--- src/rtl/pkt_gen_pkg.sv ---
`default_nettype none
// ============================================================================
// Module      : pkt_gen_pkg
// Description : Shared definitions for the packet generator. Provides the FSM
//               state encoding, the 16-bit LFSR taps with its seed and step
//               functions, header field offset helpers and the word byte
//               count helper.
// Revision    : 1.0 - initial release
// ============================================================================
package pkt_gen_pkg;

  // Default geometry, used as the parameter defaults of pkt_gen
  localparam int DEF_DW    = 32;
  localparam int DEF_DA_W  = 4;
  localparam int DEF_PRI_W = 3;
  localparam int DEF_LEN_W = 10;
  localparam int DEF_GAP_W = 8;
  localparam int DEF_CNT_W = 16;

  typedef enum logic [2:0] {
    S_IDLE = 3'd0,
    S_SOP  = 3'd1,
    S_HDR  = 3'd2,
    S_DATA = 3'd3,
    S_EOP  = 3'd4,
    S_GAP  = 3'd5
  } state_t;

  // Feedback taps: s[15] ^ s[13] ^ s[12] ^ s[10]
  localparam logic [15:0] LFSR_TAPS = 16'hB400;

  // Seed from the header low byte; the two halves are complements of each
  // other, so the seed can never be all zeros.
  function automatic logic [15:0] lfsr_seed(input logic [7:0] hdr_lo);
    return {~hdr_lo, hdr_lo};
  endfunction

  function automatic logic [15:0] lfsr_step(input logic [15:0] s);
    return {s[14:0], ^(s & LFSR_TAPS)};
  endfunction

  // Header layout is {len, prior, da} with da in the LSBs
  function automatic int hdr_pri_lsb(input int da_w);
    return da_w;
  endfunction

  function automatic int hdr_len_lsb(input int da_w, input int pri_w);
    return da_w + pri_w;
  endfunction

  function automatic int bytes_per_word(input int dw);
    return dw / 8;
  endfunction

endpackage
`default_nettype wire

--- src/rtl/pkt_lfsr16.sv ---
`default_nettype none
// ============================================================================
// Module      : pkt_lfsr16
// Description : 16-bit Fibonacci LFSR for LFSR-mode payload words.
//               Load takes priority over advance.
// Ports       : clk, rst_n  - clock, synchronous active-low reset
//               i_load      - load i_seed into the state
//               i_seed      - seed value
//               i_adv       - shift the state once
//               o_state     - current LFSR state
// Revision    : 1.0 - initial release
// ============================================================================
module pkt_lfsr16
  import pkt_gen_pkg::*;
(
  input  logic        clk,
  input  logic        rst_n,
  input  logic        i_load,
  input  logic [15:0] i_seed,
  input  logic        i_adv,
  output logic [15:0] o_state
);

  always_ff @(posedge clk) begin
    if (!rst_n) begin
      o_state <= '0;
    end else if (i_load) begin
      o_state <= i_seed;
    end else if (i_adv) begin
      o_state <= lfsr_step(o_state);
    end
  end

endmodule
`default_nettype wire

--- src/rtl/pkt_gen.sv ---
`default_nettype none
// ============================================================================
// Module      : pkt_gen
// Description : Parametrised packet generator. Emits sop, a header word,
//               ceil(len/bytes) payload words (LFSR or incrementing bytes,
//               last-word lanes beyond len zeroed), then eop, honouring
//               downstream backpressure, followed by a programmable idle gap.
// Ports       : clk, rst_n            - clock, synchronous active-low reset
//               i_da/i_prior/i_len    - header fields, captured on accept
//               i_mode                - 0 LFSR payload, 1 incrementing bytes
//               i_gap                 - idle cycles after eop
//               i_gen_vld/o_gen_ready - request handshake
//               i_ready               - downstream accepts current beat
//               o_sop/o_vld/o_eop     - beat strobes, o_data - beat word
//               o_busy                - generator not idle
//               o_pkt_cnt             - completed packets, wraps
// Revision    : 1.0 - initial release
// ============================================================================
module pkt_gen
  import pkt_gen_pkg::*;
#(
  parameter int DW    = DEF_DW,
  parameter int DA_W  = DEF_DA_W,
  parameter int PRI_W = DEF_PRI_W,
  parameter int LEN_W = DEF_LEN_W,
  parameter int GAP_W = DEF_GAP_W,
  parameter int CNT_W = DEF_CNT_W
) (
  input  logic             clk,
  input  logic             rst_n,
  input  logic [DA_W-1:0]  i_da,
  input  logic [PRI_W-1:0] i_prior,
  input  logic [LEN_W-1:0] i_len,
  input  logic             i_mode,
  input  logic [GAP_W-1:0] i_gap,
  input  logic             i_gen_vld,
  output logic             o_gen_ready,
  input  logic             i_ready,
  output logic             o_sop,
  output logic             o_vld,
  output logic [DW-1:0]    o_data,
  output logic             o_eop,
  output logic             o_busy,
  output logic [CNT_W-1:0] o_pkt_cnt
);

  localparam int BYTES   = bytes_per_word(DW);
  localparam int PRI_LSB = hdr_pri_lsb(DA_W);
  localparam int LEN_LSB = hdr_len_lsb(DA_W, PRI_W);
  // One extra bit so the running byte offset never overflows at max length
  localparam int BCNT_W  = LEN_W + 1;

  state_t             state;
  state_t             state_next;
  logic [DA_W-1:0]    da_r;
  logic [PRI_W-1:0]   prior_r;
  logic [LEN_W-1:0]   len_r;
  logic               mode_r;
  logic [GAP_W-1:0]   gap_r;
  logic [GAP_W-1:0]   gap_cnt;
  logic [BCNT_W-1:0]  byte_cnt;   // byte offset of the word on o_data
  logic [BCNT_W-1:0]  byte_end;
  logic [BCNT_W-1:0]  word_off;   // byte offset of the next word to present
  logic               last_word;
  logic               accept;
  logic               beat_done;
  logic [DW-1:0]      hdr_word;
  logic [DW-1:0]      payload;
  logic [DW-1:0]      data_next;
  logic [15:0]        lfsr_state;
  logic [15:0]        lfsr_nxt;

  assign accept    = i_gen_vld && (state == S_IDLE);
  assign beat_done = i_ready && (state inside {S_SOP, S_HDR, S_DATA, S_EOP});
  assign byte_end  = byte_cnt + BCNT_W'(BYTES);
  assign last_word = (byte_end >= {1'b0, len_r});
  assign word_off  = (state == S_DATA) ? byte_end : '0;

  assign o_gen_ready = (state == S_IDLE);
  assign o_busy      = (state != S_IDLE);

  always_comb begin
    hdr_word = '0;
    hdr_word[DA_W-1:0]          = da_r;
    hdr_word[PRI_LSB +: PRI_W]  = prior_r;
    hdr_word[LEN_LSB +: LEN_W]  = len_r;
  end

  // The word presented after HDR uses the seed itself; each later word uses
  // the state one shift ahead, matching the register update on that beat.
  assign lfsr_nxt = (state == S_HDR) ? lfsr_seed(hdr_word[7:0])
                                     : lfsr_step(lfsr_state);

  pkt_lfsr16 u_lfsr (
    .clk     (clk),
    .rst_n   (rst_n),
    .i_load  ((state == S_HDR) && i_ready),
    .i_seed  (lfsr_seed(hdr_word[7:0])),
    .i_adv   ((state == S_DATA) && i_ready),
    .o_state (lfsr_state)
  );

  generate
    for (genvar j = 0; j < BYTES; j++) begin : g_lane
      logic [BCNT_W-1:0] idx;
      logic [7:0]        fill;
      assign idx  = word_off + BCNT_W'(j);
      assign fill = mode_r ? idx[7:0] : lfsr_nxt[8*(j%2) +: 8];
      assign payload[8*j +: 8] = (idx < {1'b0, len_r}) ? fill : 8'h00;
    end
  endgenerate

  // Next-state logic
  always_comb begin
    state_next = state;
    case (state)
      S_IDLE: if (i_gen_vld) state_next = S_SOP;
      S_SOP:  if (i_ready) state_next = S_HDR;
      S_HDR:  if (i_ready) state_next = (len_r == '0) ? S_EOP : S_DATA;
      S_DATA: if (i_ready && last_word) state_next = S_EOP;
      S_EOP:  if (i_ready) state_next = (gap_r == '0) ? S_IDLE : S_GAP;
      S_GAP:  if (gap_cnt == GAP_W'(1)) state_next = S_IDLE;
      default: state_next = S_IDLE;
    endcase
  end

  always_comb begin
    data_next = '0;
    if (state_next == S_HDR) begin
      data_next = hdr_word;
    end else if (state_next == S_DATA) begin
      data_next = payload;
    end
  end

  always_ff @(posedge clk) begin
    if (!rst_n) begin
      state <= S_IDLE;
    end else begin
      state <= state_next;
    end
  end

  always_ff @(posedge clk) begin
    if (!rst_n) begin
      da_r      <= '0;
      prior_r   <= '0;
      len_r     <= '0;
      mode_r    <= 1'b0;
      gap_r     <= '0;
      gap_cnt   <= '0;
      byte_cnt  <= '0;
      o_sop     <= 1'b0;
      o_vld     <= 1'b0;
      o_eop     <= 1'b0;
      o_data    <= '0;
      o_pkt_cnt <= '0;
    end else begin
      if (accept) begin
        da_r    <= i_da;
        prior_r <= i_prior;
        len_r   <= i_len;
        mode_r  <= i_mode;
        gap_r   <= i_gap;
      end

      // Output registers only move when a beat completes (or a packet
      // starts), so they hold stable under backpressure.
      if (accept || beat_done) begin
        o_sop  <= (state_next == S_SOP);
        o_vld  <= (state_next == S_HDR) || (state_next == S_DATA);
        o_eop  <= (state_next == S_EOP);
        o_data <= data_next;
      end

      if ((state == S_HDR) && i_ready) begin
        byte_cnt <= '0;
      end else if ((state == S_DATA) && i_ready) begin
        byte_cnt <= byte_end;
      end

      if ((state == S_EOP) && i_ready) begin
        gap_cnt   <= gap_r;
        o_pkt_cnt <= o_pkt_cnt + CNT_W'(1);
      end else if (state == S_GAP) begin
        gap_cnt <= gap_cnt - GAP_W'(1);
      end
    end
  end

endmodule
`default_nettype wire
--- config.mk ---
export PLATFORM = sky130hd
export DESIGN_NAME = pkt_gen
export DESIGN_NICKNAME = d
export VERILOG_FILES = /design/src/rtl/pkt_gen_pkg.sv /design/src/rtl/pkt_lfsr16.sv /design/src/rtl/pkt_gen.sv
export SDC_FILE = /design/constraint.sdc
export NUM_CORES = 1
export LEC_CHECK = 0
export BUFFER_PORTS_ARGS = -buffer_cell sky130_fd_sc_hd__buf_4
export CORE_ASPECT_RATIO = 0.6
export CORE_UTILIZATION = 55
export CTS_CLUSTER_DIAMETER = 120
export CTS_CLUSTER_SIZE = 40
export DETAILED_ROUTE_END_ITERATION = 10
export PLACE_DENSITY = 0.78
export SYNTH_ARGS = -nofsm -noshare
export SYNTH_HDL_FRONTEND = slang
export SYNTH_HIERARCHICAL = 1
export SYNTH_SLANG_ARGS = --single-unit
--- constraint.sdc ---
create_clock -name clk -period 4.1 [get_ports clk]
set_clock_uncertainty 0.15 [all_clocks]
set_input_delay 0.205 -clock clk [delete_from_list [all_inputs] [get_ports clk]]
set_output_delay 0.205 -clock clk [all_outputs]
set_load 0.05 [all_outputs]
==> results of run 1 <==
==> per-layer routing <==
metal	global-route usage	vias up	wire length, µm
met4	0.0939	0	155
met2	0.443	287	7230
li1	-	2721	-
met1	0.448	2669	7880
met3	0.0751	18	1630
met5	0	-	0
==> cells in the mapped netlist, drive strengths merged (2+ instances only) <==
library cell,instances
dfxtp,113
nand2,108
a21oi,64
o21ai,43
a21boi,41
nor2,40
and2,33
inv,32
nand4,23
clkbuf,22
buf,21
ha,21
mux2i,20
xnor2,20
nand3,19
nor2b,13
xor2,13
a32oi,8
nor3,8
nand3b,6
nor4,5
o22ai,5
or3,5
a221oi,4
a211oi,3
a21o,3
and3,3
and4,3
mux2,3
o211ai,3
o21a,3
o21bai,3
o31a,3
or3b,3
a31o,2
and3b,2
nand2b,2
nor3b,2
o311ai,2
==> power groups by stage <==
stage | registers, µW | clock network [µW] | logic [µW]
after floorplan | 1330 | 0 | 406
after global placement | 1270 | 0 | 653
after detailed placement | 1270 | 0 | 666
after CTS | 1250 | 1430 | 690
after global routing | 1260 | 1480 | 762
final | 1250 | 1420 | 705
==> critical path: stages, from the launching register on <==
cell      delay (ns)
dfxtp_1         0.41
nand3_1         0.16
or2_2           0.35
nor2_1          0.19
xor2_1          0.21
and2_1          0.16
ha_1            0.23
and3_1          0.22
a221oi_1        0.26
o21ai_0         0.32
nor2_2          0.61
nand4_1         0.20
a21oi_1         0.19
==> cell type report <==
type | instances | share of cell area
multi-input cells | 544 | 0.457
flip-flops and latches | 113 | 0.306
repair buffers | 112 | 0.122
clock buffers | 18 | 0.0593
well taps | 139 | 0.0235
inverters | 32 | 0.0162
clock inverters | 12 | 0.0161
==> cell usage in the layout, fill, tap and decap left out, drive strengths merged, types with 26 or more instances in the layout <==
master	instances
nor2	40
inv	32
dlygate4sd3	26
a21boi	41
and2	33
buf	86
o21ai	43
dfxtp	113
nand2	108
a21oi	64
==> registers in the layout, summed over array words and instances, names as in the netlist, 3 cells and up <==
name            flops
gap_cnt             8
da_r                4
len_r              10
prior_r             3
o_data             32
o_pkt_cnt          16
state               3
byte_cnt            9
u_lfsr/o_state     16
gap_r               8
==> per-stage QoR <==
step,util,setup WS [ns],hold slack (ns),instances
3_5_place_dp,0.622,0.511,0.302,914
5_1_grt,0.699,0.0785,0.267,970
2_1_floorplan,-,1.00,0.177,733
6_report,0.699,0.354,0.239,970
3_3_place_gp,0.622,0.620,0.295,914
4_1_cts,0.699,0.443,0.217,970
==> cells by family (layout without fill, tap and decap cells) <==
| logic type | Yosys count | after routing |
|---|---|---|
| adders and majority gates | 21 | 21 |
| and+or+nand+nor | 277 | 277 |
| xor gates and xnor gates | 33 | 33 |
| AOI/OAI and AO/OA | 190 | 190 |
| DFF | 113 | 113 |
| buffers and inverters | 76 | 174 |
| muxes | 23 | 23 |
==> what timing repair did <==
action / CTS / global route
endpoints found under the setup margin: 0 / 0
hold buffers: 26 / 0
setup buffers: 0 / 0
resized for setup: 0 / 0
endpoints found under the hold margin: 26 / 0
==> how the worst max path moves through the flow <==
stage	startpoint	endpoint	cells past startpoint
final	byte_cnt[4]	o_data[11]	12
after global routing	byte_cnt[4]	o_data[11]	12
after CTS	byte_cnt[4]	o_data[11]	12
after detailed placement	byte_cnt[4]	o_data[25]	12
after global placement	byte_cnt[4]	o_data[9]	12
after floorplan	byte_cnt[4]	o_data[17]	12
==> reports/metrics.cfg, run 1 <==
[status]
outcome=completed

[pwr]
p_leak_uw=0.00297
p_per_area_nw_per_um2=456
switchingPower_uw=1090
ir_drop_uv=331
power_uw=3380
seqPwrFrac=0.371
p_int_uw=2290
combPwrFrac=0.209
swShare=0.322
power_frac_clock=0.420

[clock_network]
cts_buffers=17
cts_root_buf=clkbuf_16
htree_levels=4
clockBufferDepth=2
cts.sinks=113
clk_latency_ns=0.42
clk_pin_slew_worst_paths_ns=0.06
cts_tree=yes

[critical_path]
critPathArrivalTime_ns=3.93
start_kind=register
critPathKind=register to register
reg2reg_setup_slack_ns=0.35
path_max_fanout=17
rr_endpoint=o_data[11]
cp-end-kind=register
r2r-start=byte_cnt[4]
worst_r2r_path_depth=12
crit_required_ns=4.28

[logic_synthesis]
synthesis.area_um2=6020
synth_mux_area_frac=0.0388
synth_top_area_cell=dfxtp_1
synth-edff-count=0
ys.flop_type=dfxtp_1
synthDistinctLibCells=59
syn_avg_cell_area_um2=8.22
synth_top_family_by_area=simple AND/OR/NAND/NOR gates
synth-adder-area-share=0.0436
synth_warnings=6
synth_nets=784
ys_async_sr_fraction=0
synth-compound-area-share=0.199
ys_seq_area_frac=0.375
synth-xor-area-share=0.0480
synth.area.top_cells=dfxtp_1, nand2_1, a21oi_1, ha_1, a21boi_0
postSynthCellCount=733
ys_seq_elements=113
synth-simple-area-share=0.232
synth.top_cell.area_share=0.375

[placed_design]
dpl_cell_area_um2=6590
dpl.hpwl_um=11500
gp_congestion=0.918
port_buffers=82

[detailed_routing]
num_vias=5695
ant_nets=0
drc=0
drt_iter0_drc=639
wl_per_cell_um=17.4
first_pass_iters=7
wl_um=16900
via_per_inst=5.87

[sta]
tns_ns=0
worst_pin_slew_ns=1.06
grt_setup_unrepaired=no
hold_viol=0
slew_viol_final=0
min_period_over_period=0.914
maxSlewHeadroom=0.292
fin_crit_ns=3.75
fmax_mhz=267
setup_violations=0

[grt]
overflow=0
grt_pass1_wl_um=27000
grt_max_degree=108
grt_use_total=0.308
grt_pass1_vias=5254
antenna_found_initial=0

[job]
cap_violations=0

[floorplanning]
die_w_um=137
rows=29
start_util=0.569
die_y_um=83.1
ios=83
dieArea_um2=11400
core_area_um2=10600

[final_layout]
multi_input_area_um2=3380
antenna_cells=0
seq_area_um2=2260
drive_gt1_frac=0.158
final_area_um2=7400
final_nets=871
area_delta_synth_final_pct=22.9
fillers=836

[hold_path]
hp-class=input port to register
min-delay-start=i_ready
min_to=o_eop
min_path_cells=4

Power figures use the tool's default switching activity.
==> run 2, diff against run 1 <==
CORE_UTILIZATION = 40   (was 55)
PLACE_DENSITY = 0.6   (was 0.78)
==> reports/metrics.cfg, run 2 (synthesized netlist as in run 1, its figures left out) <==
[sta]
setup_violations=0  ; unchanged
tns_ns=0  ; unchanged
fin_crit_ns=3.60  ; -0.143 ns
worst_pin_slew_ns=1.04  ; -0.0220 ns
maxSlewHeadroom=0.307  ; +0.0146
hold_viol=0  ; unchanged
grt_setup_unrepaired=no
slew_viol_final=0  ; unchanged
fmax_mhz=278  ; +4.0%
min_period_over_period=0.879  ; -0.0349

[detailed_routing]
drc=0  ; unchanged
via_per_inst=5.44  ; -7.4%
num_vias=5609  ; -1.5%
wl_per_cell_um=17.0  ; -2.2%
drt_iter0_drc=431  ; -33%
first_pass_iters=6  ; -1
ant_nets=0  ; unchanged
wl_um=17600  ; +4.1%

[grt]
grt_pass1_vias=5174  ; -1.5%
grt_pass1_wl_um=28000  ; +3.4%
grt_use_total=0.231  ; -0.0767
grt_max_degree=108  ; unchanged
overflow=0  ; unchanged
antenna_found_initial=0  ; unchanged

[pwr]
ir_drop_uv=252  ; -24%
p_per_area_nw_per_um2=487  ; +6.8%
p_leak_uw=0.00303  ; +2.0%

[job]
cap_violations=0  ; unchanged

[clock_network]
cts_setup_buffers=0  ; unchanged
clk_pin_slew_worst_paths_ns=0.05  ; about the same
cts.sinks=113  ; unchanged
cts_resized=0  ; unchanged
cts_root_buf=clkbuf_16
hold_buffers=26  ; unchanged
htree_levels=4  ; unchanged
cts_buffers=17  ; unchanged
clk_latency_ns=0.42  ; about the same
cts_tree=yes
clockBufferDepth=2  ; unchanged

[floorplanning]
dieArea_um2=15600  ; +37%
ios=83  ; unchanged
rows=34  ; +17%
core_area_um2=14600  ; +38%
start_util=0.413  ; -0.156
die_w_um=160  ; +17%
die_y_um=97.1  ; +17%

[placed_design]
dpl.hpwl_um=12400  ; +8.0%
gp_congestion=0.914  ; -0.39%
port_buffers=82  ; unchanged
place_inst=974  ; +6.6%

[hold_path]
hp-class=input port to register

[status]
outcome=completed

[critical_path]
critPathKind=register to register
crit_required_ns=4.30  ; +0.02 ns
r2r-start=byte_cnt[2]
start_kind=register
path_max_fanout=7  ; -10
crit_path_max_incr_delay_ns=0.60  ; about the same
reg2reg_setup_slack_ns=0.50  ; +0.14 ns
worst-path-buf-inv=0  ; unchanged
startpoint=byte_cnt[2]
critPathArrivalTime_ns=3.80  ; -0.13 ns
cp-end-kind=register
crit_path_cell_trace=nand3_1 -> or2_2 -> nor2_1 -> xor2_1 -> and2_1 -> ha_1 -> and3_1 -> a221oi_1 -> o21ai_0 -> nor4_4 -> a32oi_1 -> nor2b_1
critPathTopFamily=simple AND/OR/NAND/NOR gates
worst_r2r_path_depth=12  ; unchanged
cp-endpoint=o_data[18]
rr_endpoint=o_data[18]
crit_slowest_cell=nor4_4
crit_cells=12  ; unchanged

[final_layout]
multi_input_area_um2=3380  ; unchanged
layout_commonest_cell=dfxtp_1
fillers=1367  ; +64%
regMostFlops=o_data
final_nets=872  ; +0.11%
area_delta_synth_final_pct=26.6
seq_area_um2=2260  ; unchanged
largest_register_ffs=32  ; unchanged
top_regs=o_data x32, o_pkt_cnt x16, u_lfsr/o_state x16
drive_gt1_frac=0.161  ; +0.00303
antenna_cells=0  ; unchanged
stdcell_count=1032  ; +6.4%
layout_common_cells=dfxtp_1, nand2_1, buf_4

run 2: cell type report:
type | instances | area share
Clock buffer | 18 | 0.0576
Timing Repair Buffer | 113 | 0.121
Sequential cell | 113 | 0.297
Multi-Input combinational cell | 544 | 0.444
Clock inverter | 14 | 0.0325
Tap cell | 198 | 0.0325
Inverter | 32 | 0.0158
run 2: layer usage:
layer / part of all wire / GRT usage / up-vias
met2: 0.40 / 0.313 / 197
met4: 0.012 / 0.0740 / 0
met3: 0.072 / 0.0474 / 25
met5: 0 / 0 / -
li1: - / - / 2737
met1: 0.52 / 0.356 / 2650
run 2: stage by stage:
stage	utilization	total power (µW)	area (µm²)	setup slack [ns]	hold slack, ns
after floorplan	-	1740	6020	1.00	0.177
after global placement	0.458	1950	6680	0.638	0.296
after detailed placement	0.458	1960	6680	0.548	0.307
after CTS	0.523	3720	7630	0.526	0.187
after global routing	0.523	3850	7630	0.160	0.230
final	0.523	3720	7630	0.498	0.202
run 2: worst min-delay path by stage:
stage / start / to / cells past startpoint
floorplan: rst_n / u_lfsr/o_state[12] / 1
global placement: o_data[30] / o_data[30] / 2
detailed placement: o_data[29] / o_data[29] / 2
CTS: i_ready / o_eop / 4
global route: i_ready / o_eop / 4
finish: i_ready / o_eop / 4
run 2: worst min-delay path, stage by stage:
cell      delay, ns
buf_4          0.16
mux2i_1        0.16
a221oi_1       0.09
nor2b_1        0.10
run 2: report_power, final:
| group | leakage, µW | switching [µW] | total [µW] | internal (µW) |
|---|---|---|---|---|
| Combinational | 0.00179 | 485 | 718 | 233 |
| Clock | 0.000329 | 578 | 1740 | 1170 |
| Sequential | 0.000918 | 87.4 | 1250 | 1170 |
| Total | 0.00303 | 1150 | 3720 | 2570 |
==> run 3, diff against run 2 <==
--- a/config.mk
+++ b/config.mk
@@ -6,4 +6,5 @@
 export NUM_CORES = 1
 export LEC_CHECK = 0
+export ABC_CLOCK_PERIOD_IN_PS = 4100
 export BUFFER_PORTS_ARGS = -buffer_cell sky130_fd_sc_hd__buf_4
 export CORE_ASPECT_RATIO = 0.6
@@ -12,4 +13,5 @@
 export CTS_CLUSTER_SIZE = 40
 export DETAILED_ROUTE_END_ITERATION = 10
+export HOLD_SLACK_MARGIN = 0.06
 export PLACE_DENSITY = 0.6
 export SYNTH_ARGS = -nofsm -noshare
==> constraint.sdc (replaced) <==
create_clock -name clk -period 4.1 [get_ports clk]
set_clock_uncertainty 0.15 [all_clocks]
set_input_delay 0.82 -clock clk [delete_from_list [all_inputs] [get_ports clk]]
set_output_delay 0.82 -clock clk [all_outputs]
set_load 0.05 [all_outputs]
==> reports/metrics.cfg, run 3 (synthesized netlist as in run 1, its figures left out) <==
[placed_design]
place_inst=974  ; unchanged
dpl_worst_slack_ns=0.548  ; unchanged
dpl_cell_area_um2=6680  ; unchanged
port_buffers=82  ; unchanged
gp_congestion=0.914  ; unchanged
dpl.hpwl_um=12400  ; unchanged

[floorplanning]
die_y_um=97.1  ; unchanged
core_area_um2=14600  ; unchanged
dieArea_um2=15600  ; unchanged
rows=34  ; unchanged
ios=83  ; unchanged
start_util=0.413  ; unchanged
die_w_um=160  ; unchanged

[final_layout]
regMostFlops=o_data
final_nets=846  ; -3.0%
antenna_cells=0  ; unchanged
layout_commonest_cell=dfxtp_1
area_delta_synth_final_pct=22.3
drive_gt1_frac=0.166  ; +0.00517
top_regs=o_data x32, o_pkt_cnt x16, u_lfsr/o_state x16
layout_common_cells=dfxtp_1, nand2_1, buf_4
final_area_um2=7370  ; -3.4%
largest_register_ffs=32  ; unchanged
stdcell_count=1006  ; -2.5%

[clock_network]
cts_root_buf=clkbuf_16
clockBufferDepth=2  ; unchanged
cts_buffers=17  ; unchanged
clk_latency_ns=0.42  ; about the same
cts_resized=0  ; unchanged
hold_buffers=0  ; -100%
cts_tree=yes
clk_pin_slew_worst_paths_ns=0.06  ; about the same
cts.sinks=113  ; unchanged
htree_levels=4  ; unchanged
cts_setup_buffers=0  ; unchanged

[critical_path]
cp-end-kind=register
crit_required_ns=4.29  ; about the same
start_kind=register
critPathArrivalTime_ns=3.77  ; -0.03 ns
path_max_fanout=17  ; +10
critPathKind=register to register

[detailed_routing]
first_pass_iters=5  ; -1
drc=0  ; unchanged
wl_um=17300  ; -1.6%
ant_nets=0  ; unchanged
num_vias=5466  ; -2.5%
via_per_inst=5.43  ; about the same
wl_per_cell_um=17.2  ; +0.99%
drt_iter0_drc=393  ; -8.8%

[hold_path]
hp-class=register to register

[pwr]
p_per_area_nw_per_um2=501  ; +2.8%
ir_drop_uv=247  ; -1.7%
power_uw=3690  ; -0.69%
p_leak_uw=0.00292  ; -3.6%

[sta]
grt_setup_unrepaired=no
setup_ws_ns=0.520  ; +0.0221 ns
hold_viol=0  ; unchanged
min_period_over_period=0.873  ; -0.00539
setup_violations=0  ; unchanged
fmax_mhz=279  ; +0.62%
slew_viol_final=0  ; unchanged
worst_pin_slew_ns=1.04  ; -0.000633 ns
maxSlewHeadroom=0.307  ; +0.000422
tns_ns=0  ; unchanged
fin_crit_ns=3.58  ; -0.0221 ns

[grt]
grt_use_total=0.228  ; -0.00278
grt_max_degree=108  ; unchanged
antenna_found_initial=0  ; unchanged
grt_pass1_vias=5035  ; -2.7%
grt_pass1_wl_um=27600  ; -1.4%
overflow=0  ; unchanged

[job]
cap_violations=0  ; unchanged

[status]
outcome=completed

## run 3: cell count changes in the layout (fill, tap and decap cells not counted)
cell | previous run | this run
dlygate4sd3_1 | 26 | 0
## run 3: through the flow
stage	util	hold slack (ns)
6_report	0.505	0.311
5_1_grt	0.505	0.332
4_1_cts	0.505	0.314
3_5_place_dp	0.458	0.307
3_3_place_gp	0.458	0.296
2_1_floorplan	-	0.302
## run 3: power breakdown
| part | total [µW] | switching, µW | leakage [µW] | internal [µW] |
|---|---|---|---|---|
| Combinational | 696 | 479 | 0.00168 | 217 |
| Sequential | 1250 | 86.8 | 0.000918 | 1170 |
| Clock | 1740 | 575 | 0.000329 | 1170 |
| Total | 3690 | 1140 | 0.00292 | 2550 |
## run 3: layout make-up
| class | count | area, µm² |
|---|---|---|
| flip-flops and latches | 113 | 2260 |
| well taps | 198 | 248 |
| repair buffers | 87 | 666 |
| clock buffers | 18 | 439 |
| inverters | 32 | 120 |
| fillers | 1388 | 7230 |
| clock inverters | 14 | 248 |
| multi-input cells | 544 | 3380 |
## run 3: worst max-delay path: stages (launching register included)
cell,delay (ns)
dfxtp_1,0.41
nand3_1,0.17
or2_2,0.36
nor2_1,0.17
xor2_1,0.19
and2_1,0.15
ha_1,0.23
and3_1,0.22
a221oi_1,0.23
o21ai_0,0.28
nor2_2,0.59
nand4_1,0.19
a21oi_1,0.16
## run 3: per-layer routing
metal  up-vias  track usage  part of all wire
met1      2572        0.356              0.53
met5         -            0                 0
met4         0       0.0740             0.013
met2       185        0.303              0.39
met3        22       0.0469             0.067
li1       2687            -                 -
## run 3: final timing paths
kind	startpoint	to	slack, ns	cells after the start
max	byte_cnt[2]	o_data[8]	0.52	12
min	o_data[26]	o_data[26]	0.31	2
max reg2reg	byte_cnt[2]	o_data[8]	0.52	12
min reg2reg	o_data[26]	o_data[26]	0.31	2
